$ cat src/rtl/aes_pkg.sv
// Shared definitions for the AES round controller: key-size encodings,
// round counts, FSM state encoding and the round-key index helper.
package aes_pkg;

    typedef enum logic [1:0] {
        KS_128 = 2'b00,
        KS_192 = 2'b01,
        KS_256 = 2'b10,
        KS_BAD = 2'b11
    } key_size_t;

    localparam logic [3:0] NR_128 = 4'd10;
    localparam logic [3:0] NR_192 = 4'd12;
    localparam logic [3:0] NR_256 = 4'd14;

    typedef enum logic [2:0] {
        S_IDLE  = 3'd0,
        S_INIT  = 3'd1,
        S_ROUND = 3'd2,
        S_FINAL = 3'd3,
        S_DONE  = 3'd4
    } state_t;

    function automatic logic [3:0] nr_of(input logic [1:0] ks);
        logic [3:0] n;
        case (key_size_t'(ks))
            KS_192:  n = NR_192;
            KS_256:  n = NR_256;
            default: n = NR_128;
        endcase
        return n;
    endfunction

    // The inverse cipher walks the expanded schedule from the top down.
    function automatic logic [3:0] rk_index(input logic       dec,
                                            input logic [3:0] nr,
                                            input logic [3:0] rnd);
        return dec ? (nr - rnd) : rnd;
    endfunction

endpackage

$ cat src/rtl/aes_round_ctrl.sv
// AES round sequencer: steps INIT, ROUND 1..nr-1, FINAL, DONE for one block
// and drives registered round/round-key controls to the datapath.
module aes_round_ctrl
    import aes_pkg::*;
(
    input  logic       clk,
    input  logic       rst,
    input  logic       start,
    input  logic       decrypt,
    input  logic [1:0] key_size,
    input  logic       abort,
    output logic       busy,
    output logic       done,
    output logic       err,
    output logic [3:0] nr,
    output logic [3:0] round,
    output logic [3:0] rk_sel,
    output logic       load,
    output logic       first,
    output logic       last,
    output logic       dec_mode,
    output state_t     dbg_state
);

    // Handshake: start is a level sampled on the rising edge; it is acted on
    // only when the controller is in IDLE or DONE and abort is low that edge.
    // done and err are single-cycle pulses; busy covers INIT..FINAL.

    state_t     r_state;
    logic       r_busy;
    logic       r_done;
    logic       r_err;
    logic [3:0] r_nr;
    logic [3:0] r_round;
    logic [3:0] r_rk_sel;
    logic       r_load;
    logic       r_first;
    logic       r_last;
    logic       r_dec;

    logic       w_start_ok;
    logic       w_ks_bad;
    logic [3:0] w_nr_new;
    logic [3:0] w_round_nx;

    assign w_start_ok = start & ~abort;
    assign w_ks_bad   = (key_size_t'(key_size) == KS_BAD);
    assign w_nr_new   = nr_of(key_size);
    assign w_round_nx = r_round + 4'd1;

    always_ff @(posedge clk or posedge rst) begin
        if (rst) begin
            r_state  <= S_IDLE;
            r_busy   <= 1'b0;
            r_done   <= 1'b0;
            r_err    <= 1'b0;
            r_nr     <= NR_128;
            r_round  <= 4'd0;
            r_rk_sel <= 4'd0;
            r_load   <= 1'b0;
            r_first  <= 1'b0;
            r_last   <= 1'b0;
            r_dec    <= 1'b0;
        end else begin
            // Anything not overridden below falls back to the idle picture.
            r_state  <= S_IDLE;
            r_busy   <= 1'b0;
            r_done   <= 1'b0;
            r_err    <= 1'b0;
            r_round  <= 4'd0;
            r_rk_sel <= 4'd0;
            r_load   <= 1'b0;
            r_first  <= 1'b0;
            r_last   <= 1'b0;
            case (r_state)
                S_IDLE, S_DONE: begin
                    if (w_start_ok) begin
                        if (w_ks_bad) begin
                            r_err <= 1'b1;
                        end else begin
                            r_state  <= S_INIT;
                            r_nr     <= w_nr_new;
                            r_dec    <= decrypt;
                            r_busy   <= 1'b1;
                            r_load   <= 1'b1;
                            r_first  <= 1'b1;
                            r_rk_sel <= rk_index(decrypt, w_nr_new, 4'd0);
                        end
                    end
                end
                S_INIT, S_ROUND: begin
                    if (!abort) begin
                        r_busy   <= 1'b1;
                        r_round  <= w_round_nx;
                        r_rk_sel <= rk_index(r_dec, r_nr, w_round_nx);
                        if (w_round_nx == r_nr) begin
                            r_state <= S_FINAL;
                            r_last  <= 1'b1;
                        end else begin
                            r_state <= S_ROUND;
                        end
                    end
                end
                S_FINAL: begin
                    if (!abort) begin
                        r_state <= S_DONE;
                        r_done  <= 1'b1;
                    end
                end
                default: ;
            endcase
        end
    end

    assign busy      = r_busy;
    assign done      = r_done;
    assign err       = r_err;
    assign nr        = r_nr;
    assign round     = r_round;
    assign rk_sel    = r_rk_sel;
    assign load      = r_load;
    assign first     = r_first;
    assign last      = r_last;
    assign dec_mode  = r_dec;
    assign dbg_state = r_state;

endmodule

$ cat config.mk
export PLATFORM = sky130hd
export DESIGN_NAME = aes_round_ctrl
export DESIGN_NICKNAME = d
export VERILOG_FILES = /design/src/rtl/aes_pkg.sv /design/src/rtl/aes_round_ctrl.sv
export SDC_FILE = /design/constraint.sdc
export NUM_CORES = 1
export LEC_CHECK = 0
export ABC_AREA = 0
export CORE_ASPECT_RATIO = 1.4
export CORE_UTILIZATION = 31
export CTS_CLUSTER_SIZE = 40
export DETAILED_ROUTE_END_ITERATION = 7
export DONT_BUFFER_PORTS = 1
export GPL_TIMING_DRIVEN = 0
export PLACE_DENSITY = 0.55
export SLEW_MARGIN = 30
export SYNTH_ARGS = -nofsm -noshare
export SYNTH_HDL_FRONTEND = slang
export SYNTH_SLANG_ARGS = --single-unit
$ cat constraint.sdc
create_clock -name clk -period 4.45 [get_ports clk]
set_input_delay 0.6675 -clock clk [delete_from_list [all_inputs] [get_ports clk]]
set_output_delay 0.6675 -clock clk [all_outputs]
set_load 0.005 [all_outputs]
## Word level (Yosys, flattened, before mapping)

Index checks and enable logic that the tools add are counted.

- Bitwise operators: 3
- Add/sub/neg operators: 2
- Reduce and logical (&&, ||, !) cells: 4
- Equal/unequal tests: 8
- Multiplexer cells: 27

Operators by type and width:

| cell | number |
|---|---|
| $mux 4 | 7 |
| $mux 1 | 14 |
| $pmux 3 s3 | 1 |
| $pmux 4 s2 | 1 |
| $eq 3x2->1 const B | 2 |
| $pmux 3 s2 | 1 |
| $add 4x1->4 const B | 1 |
| $eq 2x2->1 const B | 2 |
| $eq 4x4->1 | 1 |
| $reduce_or 2->1 | 2 |
| $sub 4x4->4 | 1 |
| $eq 3x1->1 const B | 1 |
| $eq 3x3->1 const B | 1 |
| $logic_not 3->1 | 1 |
| $mux 3 | 1 |
| $reduce_and 3->1 | 1 |
| $eq 2x1->1 const B | 1 |
| $mux 2 | 1 |
| $not 1->1 | 2 |
| $pmux 1 s2 | 1 |
| $and 1x1->1 | 1 |

- Output and inout bits: 22
- Word-level logic and storage cells: 54
- Input port bits: 7
- Flip-flop bits (word level): 21

## Longest topological paths before layout

Gate-level depths: netlist of the first run.

- Word-level depth: 6
- Mapped depth: 7
- Depth with buffers taken out: 7

## Worst setup path after synthesis of the first run

OpenSTA, ideal clock, no wires.

- Path type: register -> register
- Start: reg, netlist name rk_sel[0]
- End: reg r_rk_sel[3] (netlist: rk_sel[3])
- Required time: 4.367 ns
- Arrival: 1.621 ns
- Slack: 2.747 ns
- Stages on the path, launching flop included: 8
- Buffers on the path: 0
- Cell sequence: dfrtp_1 > ha_1 > inv_1 > ha_1 > a211oi_1 > nor2_1 > xor2_1 > o21ai_0

RTL lines:

| what | RTL line | text |
|---|---|---|
| end signal, assigned | aes_round_ctrl.sv:87 | `r_rk_sel <= rk_index(decrypt, w_nr_new, 4'd0);` |
| end signal, assigned | aes_round_ctrl.sv:95 | `r_rk_sel <= rk_index(r_dec, r_nr, w_round_nx);` |
| end, declared | aes_round_ctrl.sv:35 | `logic [3:0] r_rk_sel;` |

==> summary.txt, run 1 <==
pin count of the biggest net entering global routing -> 19
global routing usage on met3 -> 3.39%
Post-layout nets -> 90
number of H-tree branching levels -> 1
count of maximum capacitance violations -> 0
unrepaired setup endpoints after global routing -> false
overall power -> 336 uW
sequential cell area fraction in the yosys report -> 52.5%
# setup viols final -> 0
clk sinks -> 18
clock latency reported for the late side of the worst-skew pair -> 280 ps
launch point of the worst path -> rk_sel[0]
initial antenna violation count -> 0
maximum clock skew at final layout -> 3.36 ps
Overall Global Routing Usage -> 11.7%
maximum net fanout on the critical path -> 8
Reg clk slew, reported paths -> 100 ps
Chip Height -> 64.3 um
number of different library cells in the post-synthesis netlist -> 29
via count of the first global-routing pass -> 559
first-iteration detailed-routing DRC count -> 12
grt met2 use -> 20.0%
number of buffers between clock root and the deepest sink -> 2
post-synth net total -> 85
total count of max-transition violations in the final report -> 0
Worst Setup Path Type -> reg2reg
power density normalized to cell area -> 361 nW/um^2
nature of the critical path startpoint -> register
post-cts sizing count -> 0
final critical-path required period -> 1910 ps
GR met1 Demand/Resource -> 11.4%
Synth Cell Area -> 860 um^2
share of flip-flops with an asynchronous set or reset -> 100%
total overflow reported by the global router -> 0
clk root buf -> sky130_fd_sc_hd__clkbuf_4
Die Footprint -> 2990 um^2
mean post-synth cell area -> 11.9 um^2
arrival time worst endpoint -> 2130 ps
Port Buf Inserts -> 0
hold buffers post-CTS -> 0
run status -> finished clean
total setup buffers inserted after CTS -> 0
Max-slew headroom -> 56.1%
antenna-violating nets left -> 0
FILL cells -> 273
global placement routability congestion -> 0.699
final HPWL from detailed placement -> 1140 um
Synth Register Bits -> 18
slew at the pin closest to its max-slew limit -> 657 ps
maximum resistive drop on vdd -> 0.0922 mV
routed wire length -> 1450 um
DRT Pass-1 Iters -> 4
Max Freq -> 522 MHz
row cnt -> 22
fraction of layout cells with a size suffix above 1 -> 23.7%
routed length per placed instance -> 12.9 um
number of antenna repair diodes -> 0
hold crit path type -> in2async
Synth Instances -> 72
synthesis warning total -> 0
Vias -> 503
static leakage power -> 0.000472 uW
total negative setup slack -> 0 ps
CTS tree -> yes
number of buffers created by CTS -> 3
kind of end point of the critical path -> register
Die Span X -> 46.5 um
required time reported for the critical path endpoint -> 4660 ps
Core ar. -> 2620 um^2
remaining routing DRC violations -> 0
vias per cell -> 4.49
most frequent standard cell in the layout excluding fill and tap cells -> sky130_fd_sc_hd__dfrtp_1
area growth from synthesis to final layout -> 8.30%
EDFF count, synth -> 0
top_reg_cell synth -> sky130_fd_sc_hd__dfrtp_1
portion of the clock cycle consumed by the worst path in the final layout -> 43.0%
Top Usage Layer GRT -> met2
commonest cells after routing, fill and taps aside -> 17 x sky130_fd_sc_hd__dfrtp_1, 6 x sky130_fd_sc_hd__nor2_1, 6 x sky130_fd_sc_hd__ha_1, 5 x sky130_fd_sc_hd__nand2_1
Hold Vio Cnt, Final -> 0
wire length of the first global-routing pass -> 2420 um
initial core utilization -> 32.9%
worst reg2reg startpoint -> rk_sel[0]
number of primary I/O pins -> 29
[metal layers]
layer / up-vias / part of all wire (%)
met1: 242 / 37
met5: - / 0
met4: 0 / 2.3
met3: 2 / 6.6
met2: 19 / 54
li1: 240 / -
[critical path: stages (launching register included)]
cell	delay, ps
sky130_fd_sc_hd__dfrtp_1	490
sky130_fd_sc_hd__ha_1	240
sky130_fd_sc_hd__xnor2_1	270
sky130_fd_sc_hd__ha_1	340
sky130_fd_sc_hd__o21ai_0	170
sky130_fd_sc_hd__nor2_1	70
sky130_fd_sc_hd__xor2_1	140
sky130_fd_sc_hd__o21ai_0	130
[power breakdown]
part / switching (uW) / total, uW / internal, uW
registers: 17.7 / 196 / 178
clock network: 46.7 / 81.4 / 34.8
logic: 31.8 / 59.5 / 27.7
[worst paths after layout]
path	depth (start not counted)	slack (ps)	endpoint
max	7	2540	rk_sel[3]
min	1	350	round[3]
max reg2reg	7	2540	rk_sel[3]
min reg2reg	2	510	nr[1]
max in group asynchronous	1	3680	dbg_state[1]
min in group clk	2	510	dec_mode
[final cells by class]
class | instances | area, um^2 | share of cell area (%)
flip-flops and latches | 18 | 452 | 48.5
multi-input cells | 45 | 354 | 38.0
well taps | 36 | 45.0 | 4.84
plain buffers | 4 | 30.0 | 3.23
clock buffers | 4 | 26.3 | 2.82
inverters | 5 | 23.8 | 2.55
[cell usage after synthesis, types with 2 or more instances]
library cell	count	share of area, %
sky130_fd_sc_hd__buf_4	4	3.5
sky130_fd_sc_hd__ha_1	6	8.7
sky130_fd_sc_hd__nand2_1	5	2.2
sky130_fd_sc_hd__o21ai_0	3	1.7
sky130_fd_sc_hd__and3_2	2	1.7
sky130_fd_sc_hd__nor2_1	6	2.6
sky130_fd_sc_hd__inv_1	4	1.7
sky130_fd_sc_hd__xnor2_1	2	2.0
sky130_fd_sc_hd__dfrtp_1	17	49
sky130_fd_sc_hd__xor2_1	2	2.0
sky130_fd_sc_hd__conb_1	2	0.87
sky130_fd_sc_hd__mux2i_1	2	2.3
[registers in the layout (all words and copies together), names as in the netlist]
register / count
dbg_state: 3
round: 3
last: 1
rk_sel: 4
err: 1
busy: 1
nr: 2
dec_mode: 1
done: 1
first: 1
[cells by family (layout without fill, tap and decap cells)]
logic type      count (synthesis)  count (layout)  synth area share (%)
compound gates                  9               9                  6.99
xor+xnor                        5               5                  5.97
fa+ha+maj                       6               6                  8.73
buf+inv                         9              13                  6.26
flops                          18              18                  52.5
mux                             2               2                  2.33
other cells                     2               2                 0.874
simple gates                   21              21                  16.3
[per-stage QoR]
step	setup WS, ps	util [%]	hold WS, ps	cells	cell area (um^2)
after floorplan	2750	-	469	72	860
after global placement	2580	34.6	497	108	905
after detailed placement	2540	34.6	507	108	905
after CTS	2520	35.6	383	112	931
after global routing	2360	35.6	398	112	931
final	2540	35.6	352	112	931
Note: power is estimated with default switching activity, not from simulation.
==> run 2: changes to the inputs <==
Settings changed: PLACE_DENSITY 0.55 to 0.56.
Clock period 4.45 ns to 1.65 ns, I/O delays scaled along.
==> summary.txt, run 2 (synthesized netlist as in run 1, its figures left out) <==
run status -> finished, violations left
violated checks -> setup timing
static leakage power -> 0.000498 uW
kind of end point of the critical path -> register
Post-layout nets -> 94
number of buffers between clock root and the deepest sink -> 2
hold crit path type -> in2reg
CTS tree -> yes
Die Footprint -> 2990 um^2
routed length per placed instance -> 13.4 um
clk root buf -> sky130_fd_sc_hd__clkbuf_4
clk sinks -> 18
maximum resistive drop on vdd -> 0.253 mV
required time reported for the critical path endpoint -> 1830 ps
slew at the pin closest to its max-slew limit -> 669 ps
Overall Global Routing Usage -> 12.3%
number of antenna repair diodes -> 0
remaining routing DRC violations -> 0
Worst Setup Path Type -> reg2reg
Chip Height -> 64.3 um
FILL cells -> 257
most frequent standard cell in the layout excluding fill and tap cells -> sky130_fd_sc_hd__dfrtp_1
number of H-tree branching levels -> 1
global placement routability congestion -> 0.746
commonest cells after routing, fill and taps aside -> 16 x sky130_fd_sc_hd__dfrtp_1, 7 x sky130_fd_sc_hd__buf_4, 6 x sky130_fd_sc_hd__nor2_1, 5 x sky130_fd_sc_hd__nand2_1, 4 x sky130_fd_sc_hd__ha_4
area growth from synthesis to final layout -> 22.7%
setup slack of the critical path after layout -> -55.1 ps
Reg clk slew, reported paths -> 100 ps
final HPWL from detailed placement -> 1160 um
nature of the critical path startpoint -> register
count of maximum capacitance violations -> 0
Max-slew headroom -> 55.4%
number of primary I/O pins -> 29
routed wire length -> 1560 um
clock latency reported for the late side of the worst-skew pair -> 300 ps
# setup viols final -> 2
Hold Vio Cnt, Final -> 0
Port Buf Inserts -> 0
row cnt -> 22
first-iteration detailed-routing DRC count -> 3
vias per cell -> 4.68
initial antenna violation count -> 0
final critical-path required period -> 1710 ps
arrival time worst endpoint -> 1880 ps
Die Span X -> 46.5 um
initial core utilization -> 32.9%
power density normalized to cell area -> 978 nW/um^2
max reg flops -> 4
total overflow reported by the global router -> 0
Layout Cells excl Fill -> 116
Max Freq -> 586 MHz
via count of the first global-routing pass -> 579
Placed Instances -> 108
Core ar. -> 2620 um^2
unrepaired setup endpoints after global routing -> true
maximum net fanout on the critical path -> 8
worst hold margin -> 69.8 ps
wire length of the first global-routing pass -> 2560 um
portion of the clock cycle consumed by the worst path in the final layout -> 103%
DRT Pass-1 Iters -> 2
number of buffers created by CTS -> 3
antenna-violating nets left -> 0
maximum clock skew at final layout -> 4.74 ps
pin count of the biggest net entering global routing -> 19
fraction of layout cells with a size suffix above 1 -> 38.8%
Vias -> 543
total count of max-transition violations in the final report -> 0
[run 2: final timing paths]
check,startpoint,end,slack (ps),depth (start not counted)
worst max register to register,rk_sel[0],rk_sel[1],-60,6
max in group asynchronous,rst,rk_sel[0],710,2
worst min register to register,nr[1],nr[1],530,2
min in group asynchronous,rst,dbg_state[2],470,2
worst max-delay path,rk_sel[0],rk_sel[1],-60,6
worst min-delay path,decrypt,dec_mode,70,2
[run 2: layout make-up]
cell class | count | area (um^2) | area share [%]
buffer | 4 | 30.0 | 2.85
clock buffer | 4 | 36.3 | 3.44
inverter | 5 | 26.3 | 2.49
multi-input combinational | 45 | 432 | 40.9
sequential | 18 | 453 | 42.9
tap | 36 | 45.0 | 4.27
timing repair buffer | 4 | 32.5 | 3.08
[run 2: report_power, final]
part,switching (uW),internal (uW)
sequential,55.9,480
clock,135,135
combinational,105,121
total,296,736
[run 2: per-stage QoR]
stage	power [uW]	setup WS, ps	util [%]	setup TNS [ps]	cell area (um^2)
finish	1030	-55.1	40.3	-90.0	1050
global route	1100	-112	40.3	-258	1050
CTS	1040	-69.6	39.9	-118	1040
detailed placement	729	-212	35.8	-437	936
global placement	720	-183	35.8	-425	936
floorplan	681	-12.1	-	-12.1	891
[run 2: layer usage]
metal,track usage (%),share of wire [%],vias up
met3,3.67,6.9,6
met1,12.5,34,263
li1,-,-,250
met5,0,0,-
met2,19.8,55,24
met4,9.56,3.9,0
[run 2: worst max-delay path, stage by stage (launching register included)]
cell,delay [ps]
sky130_fd_sc_hd__dfrtp_2,510
sky130_fd_sc_hd__ha_4,320
sky130_fd_sc_hd__inv_4,40
sky130_fd_sc_hd__ha_4,250
sky130_fd_sc_hd__ha_4,230
sky130_fd_sc_hd__mux2i_1,170
sky130_fd_sc_hd__o22ai_2,90
[run 2: repair_timing]
action | CTS | global route
resized for setup | 8 | 1
buffers inserted | 2 | 1
cloned | 0 | 0
hold buffers | 1 | 0
endpoints found under the hold margin | 17 | 0
pin swaps | 7 | 7
endpoints found under the setup margin | 3 | 3
